--- src/rtl/mcs4_bus_master.sv ---
// MCS-4 CPU-side bus sequencer: runs the 8-phase instruction cycle, serializes
// fetch addresses onto the 4-bit bus and collects instruction / I/O read data.
package mcs4;
  typedef logic [3:0] char_t;
  typedef enum logic [2:0] {A1, A2, A3, M1, M2, X1, X2, X3} instr_cyc_t;
endpackage

module mcs4_bus_master #(
  parameter int unsigned CL_CYCLES = 8
) (
  input  logic        clk,
  input  logic        rst,
  output logic        sync,
  output logic        cm_rom,
  output logic        cl_rom,
  output logic [3:0]  dbus_out,
  input  logic [3:0]  dbus_in,
  input  logic        req_valid,
  output logic        req_ready,
  input  logic [11:0] req_addr,
  input  logic        req_io,
  input  logic        req_src,
  input  logic        req_drive,
  input  logic [7:0]  req_xdata,
  output logic        rsp_valid,
  output logic [7:0]  rsp_instr,
  output logic [3:0]  rsp_rd
);
  import mcs4::*;

  localparam int CW = $clog2(CL_CYCLES + 1);

  instr_cyc_t  r_phase, w_phase_nxt;
  logic [CW-1:0] r_cl_cnt;
  logic        r_active;
  logic [11:0] r_addr;
  logic        r_io, r_src, r_drive;
  logic [7:0]  r_xdata;
  logic [7:0]  r_instr;
  logic [3:0]  r_rd;
  logic        w_cl, w_accept;
  char_t       w_dbus;
  logic        w_cm;

  assign w_cl      = (r_cl_cnt != '0);
  assign req_ready = (r_phase == X3) && !rst && !w_cl;
  assign w_accept  = req_valid && req_ready;

  always_ff @(posedge clk) begin
    if (rst) begin
      r_phase  <= X3;
      r_cl_cnt <= CW'(CL_CYCLES);
      r_active <= 1'b0;
      r_addr   <= '0;
      r_io     <= 1'b0;
      r_src    <= 1'b0;
      r_drive  <= 1'b0;
      r_xdata  <= '0;
      r_instr  <= '0;
      r_rd     <= '0;
    end else begin
      r_phase <= w_phase_nxt;
      if (w_cl) r_cl_cnt <= r_cl_cnt - 1'b1;
      // Request fields are frozen at the X3 boundary and hold for the whole cycle.
      if (r_phase == X3) begin
        r_active <= w_accept;
        if (w_accept) begin
          r_addr  <= req_addr;
          r_io    <= req_io;
          r_src   <= req_src;
          r_drive <= req_drive;
          r_xdata <= req_xdata;
        end
      end
      if (r_active) begin
        case (r_phase)
          M1:      r_instr[7:4] <= dbus_in;
          M2:      r_instr[3:0] <= dbus_in;
          X2:      r_rd         <= dbus_in;
          default: ;
        endcase
      end
    end
  end

  always_comb begin
    w_phase_nxt = instr_cyc_t'(r_phase + 3'd1);
    w_dbus      = '0;
    w_cm        = 1'b0;
    if (r_active) begin
      case (r_phase)
        A1: w_dbus = r_addr[3:0];
        A2: w_dbus = r_addr[7:4];
        A3: w_dbus = r_addr[11:8];
        M2: w_cm   = r_io;
        X2: begin
          w_dbus = r_drive ? r_xdata[7:4] : 4'h0;
          w_cm   = r_src;
        end
        X3: begin
          w_dbus = r_drive ? r_xdata[3:0] : 4'h0;
          w_cm   = r_src;
        end
        default: ;
      endcase
    end
  end

  assign sync      = (r_phase == X3);
  assign cl_rom    = w_cl;
  assign dbus_out  = w_dbus;
  assign cm_rom    = w_cm;
  assign rsp_valid = r_active && (r_phase == X3) && !rst;
  assign rsp_instr = r_instr;
  assign rsp_rd    = r_rd;
endmodule

--- config.mk ---
export PLATFORM = sky130hd
export DESIGN_NAME = mcs4_bus_master
export DESIGN_NICKNAME = d
export VERILOG_FILES = /design/src/rtl/mcs4_bus_master.sv
export SDC_FILE = /design/constraint.sdc
export NUM_CORES = 1
export LEC_CHECK = 0
export ABC_AREA = 1
export CAP_MARGIN = 40
export CORE_ASPECT_RATIO = 1.2
export CORE_MARGIN = 2
export CORE_UTILIZATION = 30
export CTS_BUF_LIST = sky130_fd_sc_hd__clkbuf_4
export DETAILED_ROUTE_END_ITERATION = 10
export GPL_ROUTABILITY_DRIVEN = 0
export GPL_TIMING_DRIVEN = 0
export MAX_ROUTING_LAYER = met4
export PLACE_DENSITY = 0.57
export SLEW_MARGIN = 20
export SYNTH_ARGS = -nofsm -noshare
export SYNTH_HDL_FRONTEND = slang
export SYNTH_SLANG_ARGS = --single-unit
--- constraint.sdc ---
create_clock -name clk -period 3.55 [get_ports clk]
set_input_delay 0.5325 -clock clk [delete_from_list [all_inputs] [get_ports clk]]
set_output_delay 0.5325 -clock clk [all_outputs]
set_load 0.005 [all_outputs]
==> run_results.csv <==
group,metric,value,unit
grt,grt_use_total,14.4,%
timing,hold_violations,0,
logic_synthesis,syn_nets,378,
detailed_routing,dr.pass1.iters,4,
clocking,clockBufferDepth,2,
finish,fin_util,40.4,%
grt,grt_first_pass_wirelength,9.38,mm
power,switching_share,30.5,%
power,irDropWorstVdd,170,µV
floorplan,io-pin-count,51,
detailed_routing,antenna_left,0,
floorplan,dieArea,8160,µm²
timing,fin_crit,2770,ps
detailed_routing,routed_wl,5.34,mm
floorplan,core,7230,µm²
finish,syn_to_final_growth,30.8,%
setup_path,critPathMaxFanout,7,
finish,drive_gt1_share,5.78,%
setup_path,crit_required,3020,ps
clocking,cts_sinks,43,
timing,fmax,0.360,GHz
finish,fillers,788,
place,io_buffers,50,
floorplan,start_util,30.9,%
floorplan,dieHeight,98.6,µm
logic_synthesis,synth_seq_cells,43,
logic_synthesis,synth_cells,340,
setup_path,critical_path.endpoint_type,"primary output",
clocking,cts_buffers,5,
place,dp_hpwl,4.20,mm
outcome,status,"complete, no violations",
detailed_routing,post_drt_wl_per_cell,10.9,µm
power,p_comb_share,23.4,%
logic_synthesis,syn_area,2240,µm²
logic_synthesis,synth_area_leaders,"dfxtp_1 39%, inv_1 14%, nand2_1 11%",
timing,clock_skew,14.5,ps
power,seqPwrFrac,48.7,%
clocking,ctsRootBufferMaster,"clkbuf_4",
logic_synthesis,syn_avg_cell_area,6.58,µm²
logic_synthesis,synth_top_area_cell,"dfxtp_1",
floorplan,die_w,82.8,µm
place,placed_cells,480,
grt,grt-ovfl-total,0,
finish,final_nets,435,
grt,grt_pass1_vias,2021,
power,p_clk_share,27.9,%
logic_synthesis,yosysUniqueCellTypes,21,
detailed_routing,drtIter0Drc,92,
worst_hold_path,worstHoldPathType,"flip-flop to flip-flop",
timing,timing.setup.tns,0,ps
grt,grt_max_degree,14,
power,switching_power,336,µW
clocking,cts.htree.levels,2,
timing,rsz0062_at_grt,"false",
logic_synthesis,synth_top_area_share,38.5,%
finish,fin_cells,488,
run,drv_cap,0,
detailed_routing,dr_total_vias,2141,
timing,slew_violations,0,
detailed_routing,viasPerCell,4.39,
clocking,post_cts_buffers,0,
power,p_int,766,µW
clocking,clock_latency,360,ps
clocking,cts_tree,"built",
setup_path,path_class,"flip-flop to primary output",
clocking,clkTransAtPathRegs,130,ps
grt,grt_antenna_before_repair,0,
setup_path,critPathArrivalTime,2240,ps
timing,fin_crit_sh,78.2,%
logic_synthesis,yosysSeqAreaShare,38.5,%
timing,tightest_slew,486,ps
finish,antennaDiodeCount,0,
timing,relSlewSlack,67.6,%
clocking,hold_buffers,0,
clocking,cts_repair_resize_count,0,
power,p_per_area,377,nW/µm²
power,p_leak,1.32,nW
logic_synthesis,ys_warn_count,0,
detailed_routing,drc,0,
floorplan,num_rows,34,
timing,setup_viol,0,
setup_path,cp-start-kind,"flip-flop",
==> power groups by stage <==
stage | Sequential [mW] | Clock [mW] | Combinational [mW]
2_1_floorplan | 0.542 | 0 | 0.171
3_3_place_gp | 0.548 | 0 | 0.256
3_5_place_dp | 0.547 | 0 | 0.259
4_1_cts | 0.537 | 0.317 | 0.260
5_1_grt | 0.543 | 0.341 | 0.295
6_report | 0.537 | 0.307 | 0.258
==> metal layers <==
metal  GRT usage [%]  part of all wire, %
met1            17.6                   47
met5               -                    0
met2            23.8                   47
met4            4.54                  1.6
met3            3.18                  4.2
==> sequential cells by signal (all words and copies together), names as in the netlist, 3 cells and up <==
register	cells
r_addr	12
r_xdata	8
r_phase	3
rsp_instr	8
rsp_rd	4
r_cl_cnt	4
==> cells by family after synthesis <==
logic type / count (synthesis) / synth area share [%]
buf+inv: 99 / 17.7
simple gates: 160 / 32.3
fa+ha+maj: 8 / 4.48
flops: 43 / 38.5
xor+xnor: 1 / 0.392
compound gates: 29 / 6.55
==> layout make-up <==
cell class | instances | area, µm² | share of cell area, %
tap | 90 | 113 | 3.85
inverter | 84 | 315 | 10.8
buffer | 15 | 81.3 | 2.78
sequential | 43 | 861 | 29.4
multi-input combinational | 198 | 978 | 33.4
clock buffer | 5 | 37.5 | 1.28
clock inverter | 3 | 38.8 | 1.33
timing repair buffer | 50 | 500 | 17.1
==> Yosys cell counts, drive strengths merged <==
cell,count
inv,84
dfxtp,43
nand2,64
clkbuf,5
xnor2,1
nor2,43
nand4,24
o22ai,1
o21ai,16
buf,10
nor3,3
a21oi,12
ha,8
or2,1
nand3,25
==> per-stage QoR <==
stage	hold slack [ps]	total power, mW	setup WS, ps	cell area, µm²
2_1_floorplan	400	0.713	1900	2240
3_3_place_gp	420	0.803	1010	2850
3_5_place_dp	432	0.807	1030	2850
4_1_cts	455	1.11	722	2930
5_1_grt	470	1.18	572	2930
6_report	453	1.10	775	2930
==> cell usage in the layout (no fill, tap or decap), types with 4 or more instances in the layout <==
cell type and count:
a21oi_1 12, buf_2 8, clkbuf_1 5, clkbuf_4 5, clkdlybuf4s50_1 50, dfxtp_1 43
ha_1 8, inv_1 82, nand2_1 64, nand3_1 25, nand4_1 23, nor2_1 41
o21ai_0 12, o21ai_1 4
==> final timing paths <==
| path | slack [ps] | end | depth (start not counted) | from |
|---|---|---|---|---|
| hold reg to reg | 450 | rsp_instr[2] | 2 | rsp_instr[2] |
| setup / recovery | 780 | dbus_out[1] | 7 | r_phase[0] |
| hold / removal | 450 | rsp_instr[2] | 2 | rsp_instr[2] |
| setup reg to reg | 1700 | r_drive | 8 | r_phase[0] |
==> worst max-delay path, stage by stage (launching register included) <==
cell and delay, ps:
dfxtp_1 410, ha_1 210, ha_1 330, nand3_1 100, o21ai_0 100, nor2_1 80, nor2_1 130, clkdlybuf4s50_1 530
Power figures use the tool's default switching activity.
